### src/rtl/alu_result_sel.sv
// Priority-selects one ALU channel result per accepted cycle into a DEPTH-entry FIFO.
// Optional sticky multi-select checker is enabled by RSEL_ONEHOT_CHK_EN.
module alu_result_sel #(
  parameter int WIDTH = 8,
  parameter int NCH   = 5,
  parameter int DEPTH = 2,
  localparam int CW   = $clog2(NCH + 1),
  localparam int LW   = $clog2(DEPTH + 1)
) (
  input  logic                 clk,
  input  logic                 rst_n,
  input  logic [NCH-1:0]       op_sel,
  input  logic [NCH*WIDTH-1:0] res_data,
  input  logic                 in_valid,
  output logic                 in_ready,
  output logic [WIDTH-1:0]     out_data,
  output logic [CW-1:0]        out_chan,
  output logic                 out_valid,
  input  logic                 out_ready,
  output logic [LW-1:0]        level,
  input  logic                 err_clr,
  output logic                 onehot_err
);

  localparam int PW = $clog2(DEPTH);

  logic [WIDTH-1:0] mem_data [DEPTH];
  logic [CW-1:0]    mem_chan [DEPTH];
  logic [PW-1:0]    wr_ptr;
  logic [PW-1:0]    rd_ptr;
  logic             push;
  logic             pop;
  logic [WIDTH-1:0] sel_data;
  logic [CW-1:0]    sel_chan;

  // Scan high-to-low so the lowest asserted channel wins; no select yields the NONE code.
  always_comb begin
    sel_data = '0;
    sel_chan = '1;
    for (int i = NCH - 1; i >= 0; i--) begin
      if (op_sel[i]) begin
        sel_data = res_data[i*WIDTH +: WIDTH];
        sel_chan = CW'(i);
      end
    end
  end

  assign in_ready  = (level < LW'(DEPTH));
  assign out_valid = (level != '0);
  assign push      = in_valid && in_ready;
  assign pop       = out_valid && out_ready;
  assign out_data  = out_valid ? mem_data[rd_ptr] : '0;
  assign out_chan  = out_valid ? mem_chan[rd_ptr] : '0;

  always_ff @(posedge clk) begin
    if (push) begin
      mem_data[wr_ptr] <= sel_data;
      mem_chan[wr_ptr] <= sel_chan;
    end
  end

  // DEPTH is a power of two, so pointer overflow is the modulo wrap.
  always_ff @(posedge clk or negedge rst_n) begin
    if (!rst_n) begin
      wr_ptr <= '0;
      rd_ptr <= '0;
      level  <= '0;
    end else begin
      if (push) wr_ptr <= wr_ptr + 1'b1;
      if (pop)  rd_ptr <= rd_ptr + 1'b1;
      case ({push, pop})
        2'b10:   level <= level + 1'b1;
        2'b01:   level <= level - 1'b1;
        default: level <= level;
      endcase
    end
  end

`ifdef RSEL_ONEHOT_CHK_EN
  logic multi_sel;
  logic err_q;

  assign multi_sel = |(op_sel & (op_sel - NCH'(1)));

  // A new violation on the clearing edge takes precedence over the clear.
  always_ff @(posedge clk or negedge rst_n) begin
    if (!rst_n) begin
      err_q <= 1'b0;
    end else if (push && multi_sel) begin
      err_q <= 1'b1;
    end else if (err_clr) begin
      err_q <= 1'b0;
    end
  end

  assign onehot_err = err_q;
`else
  logic unused_err_clr;
  assign unused_err_clr = err_clr;
  assign onehot_err     = 1'b0;
`endif

endmodule

### config.mk
export PLATFORM = sky130hd
export DESIGN_NAME = alu_result_sel
export DESIGN_NICKNAME = d
export VERILOG_FILES = /design/src/rtl/alu_result_sel.sv
export SDC_FILE = /design/constraint.sdc
export NUM_CORES = 1
export LEC_CHECK = 0
export CAP_MARGIN = 20
export CORE_MARGIN = 3
export CORE_UTILIZATION = 35
export CTS_CLUSTER_SIZE = 12
export DETAILED_ROUTE_END_ITERATION = 12
export PLACE_DENSITY_LB_ADDON = 0.12
export SLEW_MARGIN = 20
export SYNTH_ARGS = -nofsm -noshare
export SYNTH_HDL_FRONTEND = slang
export SYNTH_SLANG_ARGS = --single-unit
### constraint.sdc
create_clock -name clk -period 1.35 [get_ports clk]
set_input_delay 0.27 -clock clk [delete_from_list [all_inputs] [get_ports clk]]
set_output_delay 0.27 -clock clk [all_outputs]
set_load 0.03 [all_outputs]
## Word-level counts from Yosys, hierarchy flattened

Memories as Yosys holds them, arrays and structs flattened.
Cells that the tools add are included.

| storage, ports and cells | value |
|---|---|
| memories | 2 |
| bits in registers | 4 |
| input port bits | 50 |
| memory bits (writable) | 22 |
| word-level logic and storage cells | 31 |

| cells by class | value |
|---|---|
| muxes and demuxes | 15 |
| $lt $le $gt $ge | 1 |
| $add $sub $neg | 4 |
| equality and inequality tests | 2 |
| reductions and logical operators | 4 |

Memories:

| memory | depth | width | rd ports | clocked after Yosys merged registers in | write ports | RTL line | RTL |
|---|---|---|---|---|---|---|---|
| mem_data | 2 | 8 | 1 | 0 | 1 | 27 | `logic [WIDTH-1:0] mem_data [DEPTH];` |
| mem_chan | 2 | 3 | 1 | 0 | 1 | 28 | `logic [CW-1:0] mem_chan [DEPTH];` |

Operator list:

| kind | count |
|---|---|
| $mux 8 | 6 |
| $mux 3 | 5 |
| $pmux 2 s2 | 1 |
| $reduce_bool 2->1 | 2 |
| $add 1x1->1 const B | 2 |
| $add 2x1->2 const B | 1 |
| $eq 2x1->1 const B | 1 |
| $eq 2x2->1 const B | 1 |
| $logic_and 1x1->1 | 2 |
| $lt 2x2->1 const B | 1 |
| $mux 1 | 2 |
| $mux 2 | 1 |
| $sub 2x1->2 const B | 1 |

## Logic depth before layout (Yosys ltp)

Gate-level depths: netlist (run 1).

| logic depth | value |
|---|---|
| depth in word-level cells | 5 |
| gate-level depth with buffers | 6 |
| mapped depth without buffers | 6 |

## Least setup slack after synthesis (run 1)

OpenSTA, ideal clock, no wires.

| timing path | value |
|---|---|
| path type | register to register |
| from | register level[1] |
| to | memory mem_chan[0][0] (netlist name) (enable) |
| arrival time | 1.468 ns |
| stages on the path, launching flop included | 4 |
| slack | -0.497 ns |
| cells stage by stage | dfrtp_1 -> inv_1 -> nand2_1 -> nor2_1 |

| between the ends | value |
|---|---|
| longest elaborated chain between the ends | 4 |

RTL lines:

| item | RTL line | RTL |
|---|---|---|
| start: declaration | 20 | `output logic [LW-1:0] level,` |
| start signal: assignment | 72 | `2'b10: level <= level + 1'b1;` |
| start signal: assignment | 73 | `2'b01: level <= level - 1'b1;` |
| start signal: assignment | 74 | `default: level <= level;` |
| $lt 2x2->1 | 48 | `assign in_ready = (level < LW'(DEPTH));` |
| via in_ready | 15 | `output logic in_ready,` |
| $logic_and 1x1->1 | 50 | `assign push = in_valid && in_ready;` |
| $mux 1 | 56 | `if (push) begin` |
| $mux 1 (implied by the code) | 58 | `mem_chan[wr_ptr] <= sel_chan;` |
| end: declaration | 28 |  |

The timed path passes the listed nets, and every way through them passes these cells.

## Worst setup path after layout (run 1)

| timing path | value |
|---|---|
| from | register rd_ptr |
| to | output out_data[5] |

| between the ends | value |
|---|---|
| longest elaborated chain between the ends | 2 |

RTL lines:

| item | RTL line | RTL |
|---|---|---|
| start: declaration | 30 | `logic [PW-1:0] rd_ptr;` |
| start signal: assignment | 70 | `if (pop) rd_ptr <= rd_ptr + 1'b1;` |
| $mem_v2 2x8 | n/a |  |
| $mux 8 | 52 | `assign out_data = out_valid ? mem_data[rd_ptr] : '0;` |
| end: declaration | 16 | `output logic [WIDTH-1:0] out_data,` |

No other way between the ends.

==> impl_metrics.py, run 1 <==
metrics = {
    "floorplanning": {
        "core_area_sq_um": 3490,
        "die-area_sq_um": 4580,
        "start_util_pct": 38.1,
        "rows": 21,
        "ios": 66,
        "die_w_um": 67.7,
        "die_h_um": 67.7,
    },
    "drt": {
        "drt_wl_total_um": 3630,
        "vias": 1234,
        "ant_nets": 0,
        "met1_length_um": 1500,
        "wl_per_cell_um": 14.7,
        "viasPerCell": 5.02,
        "routed.top_layer": "met4",
        "drt_iter0_markers": 61,
        "first_pass_iters": 4,
        "drc": 0,
        "dr_wl_met2_um": 1830,
        "route.met3.wl_um": 217,
    },
    "pwr": {
        "p_switching_uw": 1590,
        "p_seq_share_pct": 29.2,
        "vdd_ir_drop_max_v": 0.000732,
        "p_leak_uw": 0.000921,
        "p_int_uw": 2480,
        "swShare_pct": 39.1,
        "combPwrFrac_pct": 60.4,
        "p_per_area_nw_per_um2": 1720,
        "clockPowerShare_pct": 10.4,
    },
    "global_routing": {
        "grt_max_degree": 15,
        "grt_util_all_layers_pct": 16.7,
        "grt_pass1_vias": 1340,
        "antenna_found_initial": 0,
        "grt_pass1_wl_um": 5790,
        "gr-total-overflow": 0,
    },
    "finish": {
        "filler_cell_count": 270,
        "stdcell_area_sq_um": 2360,
        "n_antenna_cell": 0,
        "final-seq-area_sq_um": 763,
        "fin_nets": 252,
        "multi_input_area_sq_um": 653,
        "areaGrowthSynthToFinish_pct": 77.5,
        "drive_gt1_share_pct": 34.0,
    },
    "sta": {
        "setup_viol": 13,
        "period_share_pct": 113,
        "clock.fmax_mhz": 655,
        "timing.hold.ws_ns": 0.207,
        "layout_min_cycle_time_ns": 1.53,
        "setup_slack_ns": -0.177,
        "clock_skew_ns": 0.00411,
        "hold_violations": 0,
        "slew_viol_final": 0,
        "rsz0062_at_grt": "true",
        "fin_tns_setup_ns": -1.62,
    },
    "clocking": {
        "clockBufferDepth": 2,
        "cts_max_level": 1,
        "cts_tree": "built",
        "ctsRootBufferMaster": "clkbuf_8",
        "clock_latency_ns": 0.26,
        "clk_pin_slew_ns": 0.08,
        "cts-buffers-inserted": 3,
        "cts.sinks": 26,
    },
    "critical_path": {
        "cp-start-kind": "flip-flop",
        "slowest_stage": "dfrtp_1",
        "cp_max_fo": 12,
        "worstSetupPathType": "reg2out",
        "crit_chain": "buf_12, mux2i_2, nor2_2, buf_4",
        "endpoint_kind": "output pin",
        "crit_path_max_incr_delay_ns": 0.38,
        "cp_top_family": "flip-flops",
        "cp_num_buf_inv": 2,
        "reg2reg_slack_ns": -0.02,
        "crit_arrival_ns": 1.26,
        "required_ns": 1.08,
    },
    "synth": {
        "synth_seq_area_share_pct": 57.1,
        "synthCells": 120,
        "synth_area_per_cell_sq_um": 11.1,
        "ys_types": 25,
        "synth_area_sq_um": 1330,
        "synthTopCellsByArea": "edfxtp_1 (50%), mux2i_1 (8.3%), dfrtp_1 (7.5%)",
        "synth_top_area_share_pct": 49.6,
        "yosysWarnings": 0,
        "synthesis.nets": 171,
        "synth-seq-cells": 26,
        "synth_top_area_cell": "edfxtp_1",
    },
    "run_status": {
        "violations": "negative setup slack",
        "outcome": "finished, violations left",
    },
    "place": {
        "gp_congestion": 0.795,
        "post-dp-hpwl_um": 2740,
        "placed_area_sq_um": 2170,
        "place.port_buffers": 63,
    },
    "hold_path": {
        "hold_path.class": "in2async",
    },
    "run": {
        "cap_violations": 0,
    },
}
-- cell families (layout without fill, tap and decap cells) --
| logic type | after synthesis | after routing | share of synthesized area [%] |
|---|---|---|---|
| simple gates | 49 | 49 | 17.1 |
| flops | 26 | 26 | 57.1 |
| compound gates | 17 | 17 | 9.30 |
| mux | 11 | 11 | 8.26 |
| buf+inv | 10 | 90 | 3.76 |
| xor+xnor | 5 | 5 | 3.29 |
| fa+ha+maj | 1 | 1 | 0.939 |
| other cells | 1 | 1 | 0.281 |
-- metrics by stage --
step | utilization, % | setup WS, ns | std cells | power [uW]
6_report | 67.7 | -0.177 | 246 | 4070
5_1_grt | 67.7 | -0.236 | 246 | 4320
4_1_cts | 66.2 | -0.191 | 244 | 4040
3_5_place_dp | 62.1 | -0.358 | 240 | 3420
3_3_place_gp | 62.1 | -0.300 | 240 | 3400
2_1_floorplan | - | 0.00880 | 120 | 2500
-- path summary, 6_finish.rpt --
kind	startpoint	endpoint	cells after the start
worst max register to register	level[0]$_DFFE_PN0P_	level[1]$_DFFE_PN0P_	7
min in group clk	op_sel[0]	mem_chan[0][2]$_DFFE_PP_	3
worst max-delay path	rd_ptr$_DFFE_PN0P_	out_data[5]	4
max in group asynchronous	rst_n	level[0]$_DFFE_PN0P_	1
worst min register to register	wr_ptr$_DFFE_PN0P_	wr_ptr$_DFFE_PN0P_	1
worst min-delay path	rst_n	wr_ptr$_DFFE_PN0P_	1
-- state kept, by name, summed over array words and instances (netlist names) --
name      flops
wr_ptr        1
rd_ptr        1
mem_data     16
mem_chan      6
level         2
-- worst reg2reg max path: cells and delay by family (launching register included) --
family | cells | cell delay, ns
flops | 1 | 0.43
simple gates | 3 | 0.33
xor+xnor | 2 | 0.25
fa+ha+maj | 1 | 0.16
buf+inv | 1 | 0.13
-- layout by cell type, fill, tap and decap left out, types with 4 or more instances in the layout --
cell	count
dlymetal6s2s_1	4
nand3_1	8
o22ai_1	6
nor2_2	9
buf_4	16
nor2_1	5
buf_6	13
a41oi_2	5
clkdlybuf4s50_1	43
mux2i_1	8
edfxtp_1	22
nand2_1	16
-- power by group through the flow --
| stage | registers [uW] | clock network, uW | logic, uW |
|---|---|---|---|
| detailed placement | 1200 | 0 | 2220 |
| global route | 1210 | 481 | 2630 |
| finish | 1190 | 423 | 2460 |
| CTS | 1190 | 437 | 2410 |
| global placement | 1190 | 0 | 2200 |
| floorplan | 1280 | 0 | 1220 |
-- synth_stat cells --
| cell | number |
|---|---|
| edfxtp_1 | 22 |
| nand2_1 | 17 |
| nor2_1 | 16 |
| mux2i_1 | 11 |
| a41oi_1 | 8 |
| nand3_1 | 8 |
| o22ai_1 | 7 |
| buf_2 | 4 |
| dfrtp_1 | 4 |
| xnor2_1 | 4 |
| inv_1 | 3 |
| buf_4 | 2 |
| nand2b_1 | 2 |
| a21oi_1 | 1 |
| and3_1 | 1 |
| conb_1 | 1 |
| ha_1 | 1 |
| inv_2 | 1 |
| nor2b_1 | 1 |
| nor3_1 | 1 |
| nor3b_4 | 1 |
| nor4_1 | 1 |
| o21ai_0 | 1 |
| or3b_1 | 1 |
| xor2_1 | 1 |
-- per-layer routing --
layer	vias up	GRT usage, %
met5	-	0
met4	0	6.58
met3	8	2.66
met2	57	29.3
met1	572	20.4
li1	597	-
-- what timing repair did --
action | 4_1_cts | 5_1_grt
pin swaps | 4 | 3
endpoints found under the setup margin | 27 | 30
gates cloned | 0 | 1
setup buffers | 0 | 1
hold buffers | 0 | 0
gates resized for setup | 24 | 13
endpoints found under the hold margin | 0 | 0
-- layout make-up --
class / instances / share of cell area [%]
timing repair buffer: 82 / 34.9
clock buffer: 3 / 1.75
sequential: 26 / 32.3
multi-input combinational: 84 / 27.6
tap: 46 / 2.43
clock inverter: 1 / 0.159
inverter: 4 / 0.847
Note: power is estimated with default switching activity, not from simulation.
==> inputs of run 2 (changes only) <==
- ABC_AREA: default -> 1
- GPL_ROUTABILITY_DRIVEN: default -> 0
==> impl_metrics.py, run 2 <==
metrics = {
    "synth": {
        "yosysWarnings": 0,
        "ys.flop_type": "edfxtp_1",
        "synth_area_sq_um": 1500,
        "synthesis.nets": 219,
        "synth_edf_count": 22,
        "ys_types": 24,
        "synth_seq_area_share_pct": 50.8,
        "synth_area_per_cell_sq_um": 8.91,
        "synth-seq-cells": 26,
        "synth_top_area_cell": "edfxtp_1",
        "synth_top_area_share_pct": 44.1,
        "async_flop_share_pct": 15.4,
        "post-synth-top-count-cell": "nand2_1",
        "synthTopCellsByCount": "nand2_1 (48), edfxtp_1 (22), a21oi_1 (21)",
        "synthCells": 168,
        "synthTopCellsByArea": "edfxtp_1 (44%), nand2_1 (12%), a21oi_1 (7.0%)",
    },
    "sta": {
        "hold_violations": 0,
        "period_share_pct": 115,
        "fin_tns_setup_ns": -2.80,
        "clock_skew_ns": 0.00257,
        "rsz0062_at_grt": "true",
        "setup_viol": 32,
        "clock.fmax_mhz": 646,
        "slew_viol_final": 0,
        "setup_slack_ns": -0.198,
        "layout_min_cycle_time_ns": 1.55,
    },
    "critical_path": {
        "endpoint_kind": "output pin",
        "cp-start-kind": "flip-flop",
        "crit_arrival_ns": 1.28,
        "required_ns": 1.08,
        "worstSetupPathType": "reg2out",
        "cp_max_fo": 6,
    },
    "pwr": {
        "finalPower_uw": 4710,
        "vdd_ir_drop_max_v": 0.000666,
        "p_leak_uw": 0.00107,
        "p_per_area_nw_per_um2": 1800,
    },
    "global_routing": {
        "grt_pass1_vias": 1411,
        "antenna_found_initial": 0,
        "grt_max_degree": 16,
        "grt_util_all_layers_pct": 15.8,
        "grt_pass1_wl_um": 6380,
        "gr-total-overflow": 0,
    },
    "place": {
        "post-dp-hpwl_um": 3100,
        "placed_area_sq_um": 2330,
        "place.port_buffers": 63,
    },
    "floorplanning": {
        "die_w_um": 71.4,
        "die-area_sq_um": 5100,
        "start_util_pct": 36.9,
        "ios": 66,
        "rows": 23,
        "die_h_um": 71.4,
        "core_area_sq_um": 4060,
    },
    "clocking": {
        "clockBufferDepth": 2,
        "cts_max_level": 1,
        "cts_tree": "built",
        "cts-hold-fix-buffers": 0,
        "clock_latency_ns": 0.27,
        "cts-buffers-inserted": 3,
        "clk_pin_slew_ns": 0.08,
        "ctsRootBufferMaster": "clkbuf_8",
        "cts.sinks": 26,
    },
    "drt": {
        "drc": 0,
        "drt_wl_total_um": 4010,
        "ant_nets": 0,
        "viasPerCell": 4.73,
        "vias": 1424,
        "drt_iter0_markers": 48,
        "wl_per_cell_um": 13.3,
        "first_pass_iters": 4,
    },
    "finish": {
        "final-seq-area_sq_um": 763,
        "multi_input_area_sq_um": 738,
        "fin_nets": 303,
        "top_regs": "mem_data: 16 flops, mem_chan: 6 flops, level: 2 flops",
        "largest_register": "mem_data",
        "areaGrowthSynthToFinish_pct": 75.3,
        "filler_cell_count": 327,
        "n_antenna_cell": 0,
        "final_cell_mix": "nand2_1 (46), clkdlybuf4s50_1 (44), edfxtp_1 (22)",
        "layout_commonest_cell": "nand2_1",
        "stdcell_area_sq_um": 2620,
        "largest_reg_flops": 16,
        "drive_gt1_share_pct": 32.3,
    },
    "run": {
        "cap_violations": 0,
    },
    "run_status": {
        "outcome": "finished, violations left",
        "violations": "negative setup slack",
    },
    "hold_path": {
        "hold_path.class": "in2async",
    },
}
run 2: cell count changes after synthesis, moves of 3 or more:
cell / previous run / this run
mux2i_1: 11 / 0
a21oi_1: 1 / 21
a41oi_1: 8 / 0
o22ai_1: 7 / 0
nand2_1: 17 / 48
nand3_2: 0 / 8
xnor2_1: 4 / 1
inv_1: 3 / 6
nand3_1: 8 / 16
run 2: what timing repair did:
| action | in CTS | in global routing |
|---|---|---|
| cloned | 1 | 2 |
| gates resized for setup | 31 | 12 |
| setup buffers | 0 | 4 |
| pin swaps | 1 | 4 |
| setup endpoints to repair | 18 | 33 |
run 2: critical path: stages (launching register included):
cell and delay (ns):
dfrtp_2 0.43, nor2_4 0.23, buf_8 0.17, a21oi_2 0.04
buf_6 0.13
run 2: final timing paths:
path | slack [ns] | start | end | cells after the start
setup / recovery | -0.20 | level[1]$_DFFE_PN0P_ | out_data[1] | 4
setup reg to reg | -0.16 | level[1]$_DFFE_PN0P_ | level[1]$_DFFE_PN0P_ | 8
min in group clk | 0.55 | op_sel[4] | mem_chan[1][1]$_DFFE_PP_ | 2
hold reg to reg | 0.63 | level[0]$_DFFE_PN0P_ | level[0]$_DFFE_PN0P_ | 2
hold / removal | 0.20 | rst_n | wr_ptr$_DFFE_PN0P_ | 1
max in group asynchronous | 0.97 | rst_n | level[1]$_DFFE_PN0P_ | 1
run 2: cell families after synthesis:
family	Yosys count	synth area share [%]
AND/OR/NAND/NOR	95	29.7
flip-flops	26	50.8
adder cells (fa/ha/maj)	1	0.836
AO/OA/AOI/OAI	23	7.86
XOR/XNOR	4	2.34
buffers and inverters	18	8.19
other	1	0.251
run 2: final cells by class:
cell class	instances	share of cell area, %
Clock inverter	1	1.14
Sequential cell	26	29.1
Inverter	8	1.67
Clock buffer	3	1.57
Multi-Input combinational cell	125	28.1
Tap cell	50	2.38
Timing Repair Buffer	88	36.0
run 2: through the flow:
step | utilization, % | worst slack, ns | std cells | hold slack, ns
2_1_floorplan | - | -0.0720 | 168 | -0.0256
3_3_place_gp | 57.5 | -0.253 | 290 | 0.491
3_5_place_dp | 57.5 | -0.311 | 290 | 0.491
4_1_cts | 62.2 | -0.211 | 295 | 0.198
5_1_grt | 64.7 | -0.269 | 301 | 0.199
6_report | 64.7 | -0.198 | 301 | 0.197
run 2: metal layers:
layer  share of wire (%)  vias up  GRT usage [%]
li1                    -      726              -
met1                  40      634           20.0
met2                  51       60           27.8
met3                 6.6        4           2.95
met4                 1.4        0           3.76
met5                   0        -              0
run 2: power breakdown:
group          internal [uW]  total [uW]  switching, uW  leakage, uW
registers               1090        1190           94.5     0.000249
logic                   1380        2900           1520     0.000785
clock network            396         628            232    0.0000357
total                   2870        4710           1850      0.00107
==> inputs of run 3 (changes only) <==
- CORE_UTILIZATION: 35 -> 38
==> impl_metrics.py, run 3 (same netlist as run 2, synthesis figures left out) <==
metrics = {
    "finish": {
        "areaGrowthSynthToFinish_pct": 68.6,
        "drive_gt1_share_pct": 30.5,
        "filler_cell_count": 311,
        "final_cell_mix": "nand2_1 (45), clkdlybuf4s50_1 (45), edfxtp_1 (22)",
        "largest_reg_flops": 16,
        "final_cells": 294,
        "n_antenna_cell": 0,
        "top_regs": "mem_data: 16 flops, mem_chan: 6 flops, level: 2 flops",
        "fin_nets": 298,
        "largest_register": "mem_data",
    },
    "global_routing": {
        "grt_max_degree": 20,
        "grt_pass1_vias": 1363,
        "antenna_found_initial": 0,
        "grt_util_all_layers_pct": 16.6,
        "grt_pass1_wl_um": 5950,
        "gr-total-overflow": 0,
    },
    "sta": {
        "period_share_pct": 111,
        "hold_violations": 0,
        "slew_viol_final": 0,
        "setup_viol": 13,
        "rsz0062_at_grt": "true",
        "layout_min_cycle_time_ns": 1.50,
        "setup_slack_ns": -0.145,
        "timing.hold.ws_ns": 0.206,
        "clock_skew_ns": 0.00250,
        "clock.fmax_mhz": 669,
    },
    "place": {
        "pre_cts_ws_ns": -0.241,
        "place.port_buffers": 63,
        "post-dp-hpwl_um": 2930,
        "placed_cells": 286,
    },
    "pwr": {
        "vdd_ir_drop_max_v": 0.000605,
        "p_per_area_nw_per_um2": 1730,
        "p_leak_uw": 0.00101,
    },
    "floorplanning": {
        "rows": 22,
        "die-area_sq_um": 4730,
        "start_util_pct": 40.3,
        "core_area_sq_um": 3720,
        "ios": 66,
        "die_w_um": 68.8,
        "die_h_um": 68.8,
    },
    "critical_path": {
        "worstSetupPathType": "reg2out",
        "cp-start-kind": "flip-flop",
        "reg2reg_slack_ns": -0.09,
        "worstRegToRegCells": 7,
        "r2r-end": "level[1]$_DFFE_PN0P_",
        "required_ns": 1.08,
        "endpoint_kind": "output pin",
        "cp_max_fo": 11,
        "endpoint": "out_data[5]",
        "critPathLaunch": "rd_ptr$_DFFE_PN0P_",
        "crit-reg2reg-launch": "level[0]$_DFFE_PN0P_",
        "crit_arrival_ns": 1.23,
    },
    "run": {
        "cap_violations": 0,
    },
    "clocking": {
        "clock_latency_ns": 0.26,
        "clk_pin_slew_ns": 0.08,
        "cts.sinks": 26,
        "clockBufferDepth": 2,
        "cts-hold-fix-buffers": 0,
        "ctsRootBufferMaster": "clkbuf_8",
        "cts-buffers-inserted": 3,
        "cts_tree": "built",
        "cts_max_level": 1,
    },
    "drt": {
        "drc": 0,
        "drt_iter0_markers": 56,
        "first_pass_iters": 4,
        "ant_nets": 0,
        "vias": 1435,
        "wl_per_cell_um": 13.2,
        "drt_wl_total_um": 3890,
        "viasPerCell": 4.88,
    },
    "hold_path": {
        "hold_path.class": "in2async",
    },
    "run_status": {
        "outcome": "finished, violations left",
        "violations": "negative setup slack",
    },
}
run 3: changes by cell type in the layout (fill, tap and decap cells not counted), sizes merged:
cell / change
bufinv: -1
clkbuf: +1
buf: -6
dlymetal6s2s: -1
clkdlybuf4s50: +1
clkinvlp: +1
run 3: repair_timing:
item                                    4_1_cts  5_1_grt
gates cloned                                  0        3
setup buffers                                 1        0
gates resized for setup                      20       17
pin swaps                                     1        1
endpoints found under the setup margin       14       41
run 3: worst min-delay path by stage:
| stage | startpoint | end | slack, ns | cells past startpoint |
|---|---|---|---|---|
| 2_1_floorplan | rst_n | level[0]$_DFFE_PN0P_ | -0.03 | 0 |
| 3_3_place_gp | rst_n | rd_ptr$_DFFE_PN0P_ | 0.49 | 1 |
| 3_5_place_dp | rst_n | rd_ptr$_DFFE_PN0P_ | 0.49 | 1 |
| 4_1_cts | rst_n | rd_ptr$_DFFE_PN0P_ | 0.21 | 1 |
| 5_1_grt | rst_n | level[1]$_DFFE_PN0P_ | 0.20 | 1 |
| 6_report | rst_n | level[1]$_DFFE_PN0P_ | 0.21 | 1 |
run 3: layout make-up:
| cell class | instances | area [sq um] | area share (%) |
|---|---|---|---|
| Timing Repair Buffer | 82 | 895 | 35.4 |
| Sequential cell | 26 | 763 | 30.2 |
| Multi-Input combinational cell | 125 | 712 | 28.2 |
| Tap cell | 48 | 60.1 | 2.38 |
| Clock buffer | 4 | 45.0 | 1.78 |
| Inverter | 8 | 43.8 | 1.74 |
| Timing Repair inverter | 1 | 5.00 | 0.198 |
run 3: report_power, final:
part	switching, uW	leakage (uW)	internal (uW)
Clock	216	0.0000228	210
Combinational	1470	0.000743	1280
Sequential	89.3	0.000249	1090
run 3: metrics by stage:
step	TNS (ns)	util, %	area, sq um	power, uW
2_1_floorplan	-1.51	-	1580	2610
3_3_place_gp	-5.94	63.0	2340	3580
3_5_place_dp	-7.73	63.0	2340	3620
4_1_cts	-1.64	66.0	2450	4280
5_1_grt	-2.40	67.9	2520	4610
6_report	-1.50	67.9	2520	4350
run 3: per-layer routing:
layer	part of all wire, %	up-vias	GRT usage [%]
met5	0	-	0
met4	1.2	0	6.08
met3	5.6	4	2.76
met2	55	52	31.7
met1	38	658	18.3
li1	-	721	-
run 3: worst max-delay path, stage by stage (launching register included):
cell	delay, ns
dfrtp_1	0.41
inv_2	0.07
buf_12	0.12
nand2_1	0.06
a21oi_2	0.15
buf_6	0.15
